$ cat src/rtl/key_port_arbiter_if.sv
// Bundle between PE requesters, the arbiter and a two-slot key store.
// Latency: none (wires only).
// Backpressure: requesters hold their request until gnt; the key store cannot stall.
interface key_port_arbiter_if #(
    parameter int key_width   = 32,
    parameter int index_width = 8,
    parameter int PE          = 4
);
    logic [PE-1:0]             req;
    logic [PE-1:0]             we;
    logic [PE*index_width-1:0] addr;
    logic [PE*key_width-1:0]   wdata;
    logic [PE-1:0]             gnt;
    logic [PE-1:0]             rvalid;
    logic [PE*key_width-1:0]   rdata;
    logic [2*index_width-1:0]  kr_w_addr;
    logic [2*index_width-1:0]  kr_r_addr;
    logic [2*key_width-1:0]    kr_key_in_write;
    logic [1:0]                kr_w_en;
    logic [1:0]                kr_r_en;
    logic [2*key_width-1:0]    kr_key_out_read;
    logic [15:0]               stall_cnt;

    // Arbiter side.
    modport slave (
        input  req, we, addr, wdata, kr_key_out_read,
        output gnt, rvalid, rdata, kr_w_addr, kr_r_addr, kr_key_in_write,
               kr_w_en, kr_r_en, stall_cnt
    );

    // Requester / key-store side.
    modport master (
        output req, we, addr, wdata, kr_key_out_read,
        input  gnt, rvalid, rdata, kr_w_addr, kr_r_addr, kr_key_in_write,
               kr_w_en, kr_r_en, stall_cnt
    );
endinterface

$ cat src/rtl/key_port_arbiter.sv
// Round-robin arbiter mapping up to two of PE requesters onto a dual-slot key store.
// Latency: grant and key-store command same cycle; read data returns one cycle after grant.
// Backpressure: losing requesters keep req high and are counted in stall_cnt; no read stall.
module key_port_arbiter #(
    parameter int key_width   = 32,
    parameter int index_width = 8,
    parameter int PE          = 4
) (
    input  logic clk,
    input  logic reset,
    key_port_arbiter_if.slave bus
);
    localparam int PTR_W = (PE > 1) ? $clog2(PE) : 1;

    logic [PTR_W-1:0]       rr_ptr_q, rr_ptr_d;
    logic [PE-1:0]          rvalid_q, rvalid_d;
    logic [PE-1:0]          slot_q, slot_d;        // key-store slot owning each pending read
    logic [15:0]            stall_cnt_q, stall_cnt_d;

    logic [PE-1:0]          gnt;
    logic [1:0]             w_en, r_en;
    logic [index_width-1:0] addr_a   [PE];
    logic [key_width-1:0]   wdata_a  [PE];
    logic [key_width-1:0]   rdata_a  [PE];
    logic [key_width-1:0]   kout_a   [2];
    logic [index_width-1:0] w_addr_a [2];
    logic [index_width-1:0] r_addr_a [2];
    logic [key_width-1:0]   w_data_a [2];

    logic [PTR_W-1:0]       idx;
    logic [PTR_W-1:0]       last_idx;
    logic [1:0]             n_sel;
    logic                   slot;
    logic                   conflict;
    logic [index_width-1:0] sel_addr;
    logic                   sel_we;

    for (genvar p = 0; p < PE; p++) begin : g_pe
        assign addr_a[p]  = bus.addr[p*index_width +: index_width];
        assign wdata_a[p] = bus.wdata[p*key_width +: key_width];
        assign bus.rdata[p*key_width +: key_width] = rdata_a[p];
    end

    assign kout_a[0]           = bus.kr_key_out_read[0 +: key_width];
    assign kout_a[1]           = bus.kr_key_out_read[key_width +: key_width];
    assign bus.kr_w_addr       = {w_addr_a[1], w_addr_a[0]};
    assign bus.kr_r_addr       = {r_addr_a[1], r_addr_a[0]};
    assign bus.kr_key_in_write = {w_data_a[1], w_data_a[0]};
    assign bus.kr_w_en         = w_en;
    assign bus.kr_r_en         = r_en;
    assign bus.gnt             = gnt;
    assign bus.rvalid          = rvalid_q;
    assign bus.stall_cnt       = stall_cnt_q;

    // Scan from rr_ptr, pick up to two non-conflicting requesters and drive their slots.
    always_comb begin
        gnt      = '0;
        w_en     = '0;
        r_en     = '0;
        slot_d   = '0;
        idx      = '0;
        last_idx = '0;
        n_sel    = '0;
        slot     = 1'b0;
        conflict = 1'b0;
        sel_addr = '0;
        sel_we   = 1'b0;
        for (int s = 0; s < 2; s++) begin
            w_addr_a[s] = '0;
            r_addr_a[s] = '0;
            w_data_a[s] = '0;
        end
        // Grants and key-store commands stay silent while reset is held.
        if (reset) begin
            for (int i = 0; i < PE; i++) begin
                idx      = PTR_W'((int'(rr_ptr_q) + i) % PE);
                slot     = n_sel[0];
                // Same address blocks the second pick unless both are reads.
                conflict = (n_sel == 2'd1) && (addr_a[idx] == sel_addr) &&
                           (bus.we[idx] || sel_we);
                if (bus.req[idx] && (n_sel < 2'd2) && !conflict) begin
                    gnt[idx]    = 1'b1;
                    slot_d[idx] = slot;
                    if (bus.we[idx]) begin
                        w_en[slot]     = 1'b1;
                        w_addr_a[slot] = addr_a[idx];
                        w_data_a[slot] = wdata_a[idx];
                    end else begin
                        r_en[slot]     = 1'b1;
                        r_addr_a[slot] = addr_a[idx];
                    end
                    if (n_sel == 2'd0) begin
                        sel_addr = addr_a[idx];
                        sel_we   = bus.we[idx];
                    end
                    last_idx = idx;
                    n_sel    = n_sel + 2'd1;
                end
            end
        end
    end

    // Next-state for pointer, read tracking and stall counter.
    always_comb begin
        rr_ptr_d    = rr_ptr_q;
        rvalid_d    = gnt & ~bus.we;
        stall_cnt_d = stall_cnt_q;
        if (|gnt) begin
            rr_ptr_d = (last_idx == PTR_W'(PE - 1)) ? '0 : last_idx + 1'b1;
        end
        if ((|(bus.req & ~gnt)) && (stall_cnt_q != 16'hFFFF)) begin
            stall_cnt_d = stall_cnt_q + 16'd1;
        end
    end

    // Steer returning key-store data to the requester that owns the slot.
    always_comb begin
        for (int p = 0; p < PE; p++) begin
            rdata_a[p] = '0;
            if (rvalid_q[p]) begin
                rdata_a[p] = kout_a[slot_q[p]];
            end
        end
    end

    // State registers; reset drops any read in flight.
    always_ff @(posedge clk or negedge reset) begin
        if (!reset) begin
            rr_ptr_q    <= '0;
            rvalid_q    <= '0;
            slot_q      <= '0;
            stall_cnt_q <= '0;
        end else begin
            rr_ptr_q    <= rr_ptr_d;
            rvalid_q    <= rvalid_d;
            slot_q      <= slot_d;
            stall_cnt_q <= stall_cnt_d;
        end
    end
endmodule

$ cat src/flat_wrapper.sv
// flat-port wrapper written by rule: the top's interface ports become plain ports
module key_port_arbiter_flat 
#(
    parameter int key_width   = 32,
    parameter int index_width = 8,
    parameter int PE          = 4
)
  (clk, reset, bus_req, bus_we, bus_addr, bus_wdata, bus_kr_key_out_read, bus_gnt, bus_rvalid, bus_rdata, bus_kr_w_addr, bus_kr_r_addr, bus_kr_key_in_write, bus_kr_w_en, bus_kr_r_en, bus_stall_cnt);
  key_port_arbiter_if #(.key_width(key_width), .index_width(index_width), .PE(PE)) bus_i ();
  input  logic clk;
  input  logic reset;
  input wire logic [$bits(bus_i.req)-1:0] bus_req;
  input wire logic [$bits(bus_i.we)-1:0] bus_we;
  input wire logic [$bits(bus_i.addr)-1:0] bus_addr;
  input wire logic [$bits(bus_i.wdata)-1:0] bus_wdata;
  input wire logic [$bits(bus_i.kr_key_out_read)-1:0] bus_kr_key_out_read;
  output wire logic [$bits(bus_i.gnt)-1:0] bus_gnt;
  output wire logic [$bits(bus_i.rvalid)-1:0] bus_rvalid;
  output wire logic [$bits(bus_i.rdata)-1:0] bus_rdata;
  output wire logic [$bits(bus_i.kr_w_addr)-1:0] bus_kr_w_addr;
  output wire logic [$bits(bus_i.kr_r_addr)-1:0] bus_kr_r_addr;
  output wire logic [$bits(bus_i.kr_key_in_write)-1:0] bus_kr_key_in_write;
  output wire logic [$bits(bus_i.kr_w_en)-1:0] bus_kr_w_en;
  output wire logic [$bits(bus_i.kr_r_en)-1:0] bus_kr_r_en;
  output wire logic [$bits(bus_i.stall_cnt)-1:0] bus_stall_cnt;
  assign bus_i.req = bus_req;
  assign bus_i.we = bus_we;
  assign bus_i.addr = bus_addr;
  assign bus_i.wdata = bus_wdata;
  assign bus_i.kr_key_out_read = bus_kr_key_out_read;
  assign bus_gnt = bus_i.gnt;
  assign bus_rvalid = bus_i.rvalid;
  assign bus_rdata = bus_i.rdata;
  assign bus_kr_w_addr = bus_i.kr_w_addr;
  assign bus_kr_r_addr = bus_i.kr_r_addr;
  assign bus_kr_key_in_write = bus_i.kr_key_in_write;
  assign bus_kr_w_en = bus_i.kr_w_en;
  assign bus_kr_r_en = bus_i.kr_r_en;
  assign bus_stall_cnt = bus_i.stall_cnt;
  key_port_arbiter #(.key_width(key_width), .index_width(index_width), .PE(PE)) u_core (.clk(clk), .reset(reset), .bus(bus_i));
endmodule
$ cat config.mk
export PLATFORM = sky130hd
export DESIGN_NAME = key_port_arbiter_flat
export DESIGN_NICKNAME = d
export VERILOG_FILES = /design/src/rtl/key_port_arbiter_if.sv /design/src/rtl/key_port_arbiter.sv /design/src/flat_wrapper.sv
export SDC_FILE = /design/constraint.sdc
export NUM_CORES = 1
export LEC_CHECK = 0
export CAP_MARGIN = 20
export CORE_AREA = 2 2 190 192
export CTS_CLUSTER_SIZE = 12
export DETAILED_ROUTE_END_ITERATION = 10
export DIE_AREA = 0 0 192 194
export PLACE_DENSITY = 0.76
export SETUP_SLACK_MARGIN = 0.2
export SLEW_MARGIN = 20
export SYNTH_ARGS = -nofsm -noshare
export SYNTH_HDL_FRONTEND = slang
export SYNTH_SLANG_ARGS = --single-unit
export TNS_END_PERCENT = 1
$ cat constraint.sdc
create_clock -name clk -period 6.17 [get_ports clk]
set_input_delay 1.234 -clock clk [delete_from_list [all_inputs] [get_ports clk]]
set_output_delay 1.234 -clock clk [all_outputs]
set_load 0.03 [all_outputs]
# After elaboration in Yosys (flattened, before gate mapping)
# Index checks and enable logic that the tools add are counted.
[word_totals]
ff_bits = 26
inputBits = 234
out_inout_bits = 252
wordCells = 304
[classes]
addsub = 7
magnitude_cmp = 31
n_eq_ne = 8
n_mux = 197
bitwise = 24
reduce_logical = 33
[op_table]
columns = ["operator", "count"]
rows = [
  ["32-bit two-way mux", 30],
  ["64-bit two-way mux", 9],
  ["16-bit two-way mux", 18],
  ["32-bit binary-select mux with 2-bit select", 4],
  ["8-bit two-way mux", 25],
  ["64-bit bitwise mux", 3],
  ["16-bit bitwise mux", 6],
  ["32-bit demux with 1-bit select", 3],
  ["8-bit binary-select mux with 2-bit select", 4],
  ["4-bit two-way mux", 15],
  ["2-bit two-way mux", 29],
  ["1-bit two-way mux", 30],
  ["8-bit demux with 1-bit select", 3],
  ["8-bit equality test", 3],
  ["1-bit logical AND", 23],
  ["16-bit by 1-bit adder with 16-bit output (second input constant)", 1],
  ["1-bit binary-select mux with 2-bit select", 8],
  ["16-bit inequality test (second input constant)", 1],
  ["2-bit >= comparator (second input constant)", 7],
  ["1-bit inverter with 2-bit output", 7],
  ["4-bit bitwise mux", 3],
  ["3-bit >= comparator (second input constant)", 4],
  ["2-bit by 3-bit < comparator with 1-bit output (second input constant)", 4],
  ["2-bit inverter with 3-bit output", 4],
  ["other kinds (20)", 56],
]

# Logic depth before layout (Yosys ltp)
# Gate-level depths: netlist of the first run.
[depth]
depth_word = 31
ltp_mapped = 25
depth_no_buf = 18

# Worst setup path after synthesis of the first run
# Ideal clock, no wire load.
[synth_timing]
path_kind = "reg-to-output"
start = "reg u_core.rr_ptr_q[1]"
end = "out bus_kr_w_addr[8]"
arrival_time_ns = 5.594
t_required_ns = 4.936
path_slack_ns = -0.658
path_stages_with_launch = 23
path_buffers = 6
cell_sequence = "dfrtp_1 buf_2 inv_1 clkbuf_1 ha_1 buf_2 buf_2 mux4_2 buf_2 nor4bb_1 nand2_1 a32oi_2 a21boi_2 ha_1 o211ai_1 nor4_1 a31oi_1 a222oi_1 xor2_1 a21oi_2 nand3_1 clkbuf_1 o21ai_0"
[synth_between]
elab_chain_cells = 29
word_cells_on_any_way = 118
cone_classes = "add/sub: 5; order compare: 9; eq/ne: 6; mux: 68; bitwise: 7; reduce/logical: 23"
[synth_lines]
columns = ["element", "line_no", "source"]
rows = [
  ["from (decl)", "key_port_arbiter.sv:15", "logic [PTR_W-1:0] rr_ptr_q, rr_ptr_d;"],
  ["from (signal assigned)", "key_port_arbiter.sv:134", "rr_ptr_q <= rr_ptr_d;"],
  ["branches (longest 27 deep; another with 2-bit by 1-bit adder with 2-bit output)", "--", ""],
  ["16-bit two-way mux *", "key_port_arbiter.sv:81", "if (bus.req[idx] && (n_sel < 2'd2) && !conflict) begin"],
  ["16-bit two-way mux *", "key_port_arbiter.sv:74", "if (reset) begin"],
  ["to (decl)", "flat_wrapper.sv:20", "output wire logic [$bits(bus_i.kr_w_addr)-1:0] bus_kr_w_addr;"],
]
# Every way passes the cells marked *. The select of a mux whose other input is x is not followed.

# Worst setup path after layout of the first run
[layout_timing]
start = "in bus_addr[24]"
end = "out bus_kr_key_in_write[6]"
[layout_between]
elab_chain_cells = 28
word_cells_on_any_way = 76
cone_classes = "add/sub: 1; order compare: 6; eq/ne: 5; mux: 43; bitwise: 2; reduce/logical: 19"
[layout_lines]
columns = ["element", "line_no", "source"]
rows = [
  ["from (decl)", "flat_wrapper.sv:14", "input wire logic [$bits(bus_i.addr)-1:0] bus_addr;"],
  ["8-bit binary-select mux with 2-bit select", "key_port_arbiter.sv:93", "sel_addr = addr_a[idx];"],
  ["8-bit two-way mux (implied by the code) (2 in a row)", "key_port_arbiter.sv:93", ""],
  ["8-bit two-way mux", "key_port_arbiter.sv:81", ""],
  ["8-bit two-way mux", "key_port_arbiter.sv:74", ""],
  ["8-bit equality test", "key_port_arbiter.sv:79", "conflict = (n_sel == 2'd1) && (addr_a[idx] == sel_addr) &&"],
  ["1-bit logical AND (2 in a row)", "key_port_arbiter.sv:79", ""],
  ["1-bit zero test", "key_port_arbiter.sv:81", ""],
  ["1-bit logical AND", "key_port_arbiter.sv:81", ""],
  ["(+10 left out)", "--", ""],
  ["2-bit >= comparator (implied by the code) or 2-bit by 1-bit < comparator with 1-bit output (tied branches)", "key_port_arbiter.sv:87", "w_data_a[slot] = wdata_a[idx];"],
  ["1-bit logical AND (implied by the code)", "key_port_arbiter.sv:87", ""],
  ["32-bit two-way mux (implied by the code)", "key_port_arbiter.sv:87", ""],
  ["32-bit demux with 1-bit select", "key_port_arbiter.sv:87", ""],
  ["64-bit bitwise mux", "key_port_arbiter.sv:87", ""],
  ["64-bit two-way mux", "key_port_arbiter.sv:84", "if (bus.we[idx]) begin"],
  ["64-bit two-way mux *", "key_port_arbiter.sv:81", ""],
  ["64-bit two-way mux *", "key_port_arbiter.sv:74", ""],
  ["to (decl)", "flat_wrapper.sv:22", "output wire logic [$bits(bus_i.kr_key_in_write)-1:0] bus_kr_key_in_write;"],
]
# Mark *: on every way between the ends. The rest lies on a longest branch, timed or not. The select of a mux whose other input is x is not followed.

==> flow_metrics.env, run 1 <==
export IMPL_initial_core_util=0.321
export IMPL_dieArea_um2=37200
export IMPL_p_int_mw=5.68
export IMPL_period_needed_ns=6.73
export IMPL_clk_pin_slew_ns=0.07
export IMPL_worst_r2r_path_depth=24
export IMPL_grt_pass1_wl_mm=84.0
export IMPL_layout_commonest_cell="clkdlybuf4s50_1"
export IMPL_hold_viol=0
export IMPL_drc=0
export IMPL_grtUsageTotal=0.281
export IMPL_synth_edff_count=0
export IMPL_num_rows=69
export IMPL_power_density_nw_per_um2=624
export IMPL_finalPower_mw=12.2
export IMPL_r2r_start="u_core.rr_ptr_q[1]$_DFFE_PN0P_"
export IMPL_start_kind="primary input"
export IMPL_hold_end="u_core.bus.stall_cnt[10]$_DFFE_PN0P_"
export IMPL_clk_latency_ns=0.26
export IMPL_fmax_mhz=149
export IMPL_critPathArrivalTime_ns=5.49
export IMPL_antenna_cells=0
export IMPL_crit_type="in -> out"
export IMPL_clockRootBuffer="clkbuf_16"
export IMPL_grt_pass1_vias=15000
export IMPL_fin_skew_ns=0.00513
export IMPL_p_sw_mw=6.50
export IMPL_outcome="complete, but fails checks"
export IMPL_fillCellCount=3134
export IMPL_core_um2=35200
export IMPL_placedCellCount=2460
export IMPL_switching_share=0.534
export IMPL_setup_ws_ns=-0.556
export IMPL_grt_start_max_net_pins=74
export IMPL_cts_buffers=3
export IMPL_nets=2278
export IMPL_die_w_um=192
export IMPL_wl_mm=54.6
export IMPL_wire_per_inst_um=21.8
export IMPL_ys_types=75
export IMPL_final_cell_mix="clkdlybuf4s50_1 (344), nand2_1 (188), mux2i_1 (173)"
export IMPL_drt_iter0_markers=1226
export IMPL_dr_total_vias=14900
export IMPL_setup_violations=104
export IMPL_peakVddDrop_uv=459
export IMPL_yosysSeqAreaShare=0.0575
export IMPL_postLayoutCoreUtil=0.554
export IMPL_crit_path_max_incr_delay_ns=0.50
export IMPL_async_reset_ff_frac=1.00
export IMPL_post_drt_via_cell_ratio=5.98
export IMPL_synth_top_area_frac=0.189
export IMPL_crit_top_cell="buf_6"
export IMPL_yosys_register_bits=26
export IMPL_cts_sinks=26
export IMPL_portBuffers=485
export IMPL_maxSlewViolCount=0
export IMPL_worstSetupEndpointType="primary output"
export IMPL_power_frac_clock=0.015
export IMPL_holdWs_ns=0.492
export IMPL_grt_overflow=0
export IMPL_violations="setup timing"
export IMPL_path_cells="buf_6 -> mux4_2 -> buf_4 -> o21ai_0 -> nand2_1 -> a2111oi_4 -> a21boi_2 -> ha_4 -> a2111o_1 -> buf_6 -> a31oi_4 -> buf_4 -> mux2i_2 -> nor4_4 -> a21oi_2 -> buf_6 -> nand3_4 -> buf_6 -> buf_12 -> buf_8 -> buf_6 -> o21ai_4 -> buf_12"
export IMPL_die_h_um=194
export IMPL_tns_ns=-43.92
export IMPL_reg2reg_slack_ns=0.73
export IMPL_cap_violations=0
export IMPL_required_ns=4.94
export IMPL_min_delay_start="u_core.bus.stall_cnt[10]$_DFFE_PN0P_"
export IMPL_ant_nets=0
export IMPL_place_gp_congestion=0.938
export IMPL_p_seq_frac=0.038
export IMPL_yosys_warnings=0
export IMPL_synth_cells=1497
export IMPL_syn_num_nets=1737
export IMPL_antenna_found_initial=0
export IMPL_cts_hold_buf=0
export IMPL_drive_gt1_frac=0.314
export IMPL_reg2reg_to="u_core.bus.stall_cnt[1]$_DFFE_PN0P_"
export IMPL_htreeDepth=1
export IMPL_hold_depth=1
export IMPL_synthFlopType="dfrtp_1"
export IMPL_netlist_top_cells_area="mux4_2 (19%), mux2i_1 (16%), o21ai_0 (10%)"
export IMPL_netlist_top_cell_by_area="mux4_2"
export IMPL_dr_pass1_iters=7
export IMPL_final_cells=2498
export IMPL_rsz0062_at_grt="yes"
export IMPL_relSlewSlack=0.301
export IMPL_period_share=1.09
export IMPL_postSynthAreaPerCell_um2=7.56
export IMPL_synth_area_um2=11300
export IMPL_syn_to_final_growth_pct=72.5
export IMPL_slowest_stage="mux4_2"
export IMPL_crit_path_max_fanout=7
export IMPL_comb_power_share=0.947
export IMPL_cts_tree="built"
export IMPL_hold_class="reg -> reg"
export IMPL_p_leak_nw=7.31
export IMPL_place_hpwl_mm=40.8
export IMPL_worstMarginPinSlew_ns=1.05
export IMPL_pin_count=486
export IMPL_cts_buffer_depth=2
## through the flow
step                setup WS (ns)  instance area (µm²)
floorplan                  -0.205                11800
global placement           -0.918                18400
detailed placement          -1.01                18400
CTS                        -0.562                19300
global route               -0.737                19500
finish                     -0.556                19500
## what timing repair did
action                     in CTS  in global routing
setup buffers                  27                  2
setup endpoints to repair     104                105
cloned                          5                  0
pin swaps                      28                 25
resized for setup             194                 36
## critical path, delay by kind of cell
| kind | cells | cell delay (ns) |
|---|---|---|
| buffers and inverters | 10 | 1.41 |
| adders and majority gates | 1 | 0.18 |
| AOI/OAI and AO/OA | 7 | 1.61 |
| and+or+nand+nor | 3 | 0.32 |
| muxes | 2 | 0.75 |
## sequential cells by signal, summed over array words and instances, names as in the netlist
signal and flops:
u_core.bus.stall_cnt 16, u_core.bus.rvalid 4, u_core.slot_q 4, u_core.rr_ptr_q 2
## cell families (layout without fill, tap and decap cells)
group / after synthesis / count (layout) / synth area share
xor gates and xnor gates: 29 / 29 / 0.0225
muxes: 314 / 314 / 0.388
DFF: 26 / 26 / 0.0575
adders and majority gates: 6 / 6 / 0.00664
and+or+nand+nor: 523 / 523 / 0.234
buffers and inverters: 186 / 726 / 0.0685
AOI/OAI and AO/OA: 413 / 413 / 0.223
## cell type report
type | count | area, µm² | area share
multi-input combinational | 1285 | 10700 | 0.548
clock buffer | 3 | 75.1 | 0.00385
timing repair buffer | 697 | 7380 | 0.378
tap | 461 | 577 | 0.0296
clock inverter | 1 | 30.0 | 0.00154
inverter | 25 | 98.8 | 0.00507
sequential | 26 | 663 | 0.0340
## worst max-delay path by stage
stage	startpoint	endpoint
6_report	bus_addr[24]	bus_kr_key_in_write[6]
5_1_grt	bus_addr[24]	bus_kr_key_in_write[4]
4_1_cts	bus_addr[24]	bus_kr_key_in_write[7]
3_5_place_dp	bus_req[2]	bus_kr_w_addr[5]
3_3_place_gp	bus_addr[24]	bus_kr_w_addr[5]
2_1_floorplan	u_core.rr_ptr_q[0]$_DFFE_PN0P_	bus_kr_key_in_write[40]
## routing by layer
metal	share of wire	global-route usage	wire length, µm	vias to the layer above
met5	0	0	0	-
met4	0.044	0.116	2390	0
met3	0.090	0.0507	4940	155
met2	0.49	0.496	27000	815
met1	0.37	0.331	20200	7231
li1	-	-	-	6742
## power groups by stage
| stage | Clock, mW | Combinational, mW | Sequential [mW] |
|---|---|---|---|
| 2_1_floorplan | 0 | 6.49 | 0.334 |
| 3_3_place_gp | 0 | 10.3 | 0.465 |
| 3_5_place_dp | 0 | 10.4 | 0.466 |
| 4_1_cts | 0.188 | 11.2 | 0.464 |
| 5_1_grt | 0.197 | 12.2 | 0.481 |
| 6_report | 0.186 | 11.5 | 0.464 |
## synthesized netlist by cell type, types with 3 or more instances
cell	n
o21ai_1	3
nor2b_1	136
a22oi_1	14
xnor2_1	9
buf_1	25
clkbuf_1	114
a222oi_1	5
nor4b_2	4
and2_1	8
inv_1	22
nand2_1	189
ha_1	6
dfrtp_1	26
mux2_2	39
and3_1	9
mux2i_1	176
buf_6	7
nand4_1	7
xor2_1	20
a221oi_1	42
nor4_1	3
nor3_1	7
o22ai_1	4
mux2_1	3
a31oi_1	6
nor3b_1	3
mux4_2	95
a21oi_1	61
a211oi_1	3
nor2_1	27
o211ai_1	4
nor4bb_1	3
buf_2	13
nand3_1	118
o21ai_0	230
o221ai_1	5
a221o_1	4
Power figures use the tool's default switching activity.
==> inputs of run 2 (changes only) <==
--- a/config.mk
+++ b/config.mk
@@ -6,11 +6,11 @@
 export NUM_CORES = 1
 export LEC_CHECK = 0
 export CAP_MARGIN = 20
-export CORE_AREA = 2 2 190 192
+export CORE_AREA = 2 2 187 189
 export CTS_CLUSTER_SIZE = 12
 export DETAILED_ROUTE_END_ITERATION = 10
-export DIE_AREA = 0 0 192 194
-export PLACE_DENSITY = 0.76
+export DIE_AREA = 0 0 189 191
+export PLACE_DENSITY = 0.75
 export SETUP_SLACK_MARGIN = 0.2
 export SLEW_MARGIN = 20
 export SYNTH_ARGS = -nofsm -noshare
==> constraint.sdc (replaced) <==
create_clock -name clk -period 7.8 [get_ports clk]
set_input_delay 1.56 -clock clk [delete_from_list [all_inputs] [get_ports clk]]
set_output_delay 1.56 -clock clk [all_outputs]
set_load 0.03 [all_outputs]
==> run 2 against run 1 <==
The flow now finishes without violations. Largest cell class unchanged. First-iteration DRC count down 8.8%. Routed wire length rose by 2.3%. Critical path depth stayed put.
==> flow_metrics.env, run 2 (synthesis gave the netlist of run 1 again) <==
export IMPL_fin_skew_ns=0.00343
export IMPL_post_drt_via_cell_ratio=6.09
export IMPL_die_h_um=191
export IMPL_fmax_mhz=132
export IMPL_dieArea_um2=36100
export IMPL_relSlewSlack=0.295
export IMPL_critPathArrivalTime_ns=5.99
export IMPL_ant_nets=0
export IMPL_dr_pass1_iters=5
export IMPL_portBuffers=485
export IMPL_period_needed_ns=7.55
export IMPL_worstMarginPinSlew_ns=1.06
export IMPL_outcome="complete, no violations"
export IMPL_grt_start_max_net_pins=109
export IMPL_cts_sinks=26
export IMPL_worstSetupEndpointType="primary output"
export IMPL_place_area_um2=17600
export IMPL_largest_register_ffs=16
export IMPL_path_cells="clkdlybuf4s50_1 -> buf_4 -> mux4_2 -> o21ai_2 -> a2111oi_4 -> a21boi_2 -> ha_4 -> a2111o_1 -> buf_6 -> o21ai_2 -> o21ai_1 -> a211oi_2 -> o211ai_1 -> nor4_2 -> a21oi_2 -> buf_4 -> nand3_4 -> buf_12 -> buf_4 -> buf_4 -> nand3_1 -> o21ai_1 -> buf_4"
export IMPL_wire_per_inst_um=22.7
export IMPL_wl_mm=55.8
export IMPL_final_cell_mix="clkdlybuf4s50_1 (344), buf_4 (197), nand2_1 (189), o21ai_0 (189), mux2i_1 (174)"
export IMPL_cts_buffers=3
export IMPL_drive_gt1_frac=0.248
export IMPL_die_w_um=189
export IMPL_tns_ns=0
export IMPL_clk_latency_ns=0.26
export IMPL_grt_pass1_wl_mm=84.4
export IMPL_initial_core_util=0.332
export IMPL_setup_violations=0
export IMPL_peakVddDrop_uv=318
export IMPL_num_rows=68
export IMPL_dr_total_vias=14900
export IMPL_clockRootBuffer="clkbuf_16"
export IMPL_grtUsageTotal=0.291
export IMPL_crit_path_max_incr_delay_ns=0.52
export IMPL_crit_type="in -> out"
export IMPL_crit_path_max_fanout=5
export IMPL_cts_buffer_depth=2
export IMPL_pin_count=486
export IMPL_required_ns=6.24
export IMPL_final_cell_area_um2=18400
export IMPL_antenna_cells=0
export IMPL_drt_iter0_markers=1118
export IMPL_hold_class="reg -> reg"
export IMPL_maxSlewViolCount=0
export IMPL_period_share=0.968
export IMPL_start_kind="primary input"
export IMPL_grt_overflow=0
export IMPL_worst_path_buf_inv=8
export IMPL_fillCellCount=3115
export IMPL_clk_pin_slew_ns=0.07
export IMPL_cts_hold_buf=0
export IMPL_drc=0
export IMPL_grt_pass1_vias=14900
export IMPL_cap_violations=0
export IMPL_antenna_found_initial=0
export IMPL_hold_viol=0
export IMPL_syn_to_final_growth_pct=62.7
export IMPL_layout_commonest_cell="clkdlybuf4s50_1"
export IMPL_place_hpwl_mm=40.7
export IMPL_htreeDepth=1
export IMPL_slowest_stage="clkdlybuf4s50_1"
export IMPL_crit_top_cell="buf_4"
export IMPL_core_um2=34100
export IMPL_cp_top_family="compound AO/OA/AOI/OAI gates"
export IMPL_rsz0062_at_grt="yes"
export IMPL_cts_tree="built"
export IMPL_nets=2239
export IMPL_p_leak_nw=6.95
export IMPL_place_gp_congestion=0.968
export IMPL_power_density_nw_per_um2=486
[run 2: cell types whose count changed in the layout (fill, tap and decap cells not counted), moves of 11 or more]
cell and change:
buf_4 +25, buf_6 -56, nand3_1 +14, nand3_2 -11
o21ai_0 +60, o21ai_1 +21, o21ai_2 -76
[run 2: worst reg2reg max path: cells and delay by family (launching register included)]
kind            cells  cell delay [ns]
compound gates      7             2.14
fa+ha+maj           2             0.81
flops               1             0.63
xor+xnor            1             0.19
mux                 2             0.77
buf+inv             4             0.64
simple gates        4             0.68
[run 2: area by class of cell]
| cell class | count | area [µm²] | share of cell area |
|---|---|---|---|
| clock buffer | 3 | 75.1 | 0.00408 |
| clock inverter | 1 | 30.0 | 0.00163 |
| inverter | 25 | 96.3 | 0.00523 |
| multi-input combinational | 1285 | 10100 | 0.551 |
| sequential | 26 | 663 | 0.0360 |
| tap | 455 | 569 | 0.0309 |
| timing repair buffer | 658 | 6830 | 0.371 |
[run 2: final timing paths]
path	cells past startpoint	slack [ns]	to	startpoint
max	23	0.25	bus_kr_key_in_write[1]	bus_we[2]
min	1	0.50	u_core.bus.stall_cnt[10]$_DFFE_PN0P_	u_core.bus.stall_cnt[10]$_DFFE_PN0P_
max reg2reg	20	1.82	u_core.bus.stall_cnt[1]$_DFFE_PN0P_	u_core.rr_ptr_q[0]$_DFFE_PN0P_
min reg2reg	1	0.50	u_core.bus.stall_cnt[10]$_DFFE_PN0P_	u_core.bus.stall_cnt[10]$_DFFE_PN0P_
max in group asynchronous	2	5.51	u_core.rr_ptr_q[0]$_DFFE_PN0P_	reset
min in group asynchronous	1	1.43	u_core.bus.stall_cnt[5]$_DFFE_PN0P_	reset
[run 2: layer usage]
layer,routed length (µm),vias up,global-route usage,part of all wire
met2,26700,961,0.495,0.48
met4,3150,0,0.153,0.057
li1,-,6642,-,-
met5,0,-,0,0
met3,5010,215,0.0545,0.090
met1,20900,7125,0.349,0.38
[run 2: where the power goes]
part / leakage, nW / internal (mW) / switching, mW
logic: 6.58 / 3.82 / 4.58
registers: 0.311 / 0.176 / 0.228
clock network: 0.0511 / 0.102 / 0.0483
total: 6.95 / 4.10 / 4.86
[run 2: what timing repair did]
action	CTS	global route
resized for setup	102	74
endpoints found under the setup margin	104	104
endpoints found under the hold margin	0	0
buffers inserted	19	9
pin swaps	19	25
gates cloned	6	0
[run 2: per-stage QoR]
step	util	instances	hold slack (ns)	setup slack, ns	total power, mW
6_report	0.540	2453	0.502	0.248	8.95
3_3_place_gp	0.517	2415	0.474	-0.200	8.02
5_1_grt	0.540	2453	0.511	-0.0297	9.47
3_5_place_dp	0.517	2415	0.493	-0.328	8.10
2_1_floorplan	-	1497	0.659	0.399	5.04
4_1_cts	0.533	2444	0.503	0.200	8.71
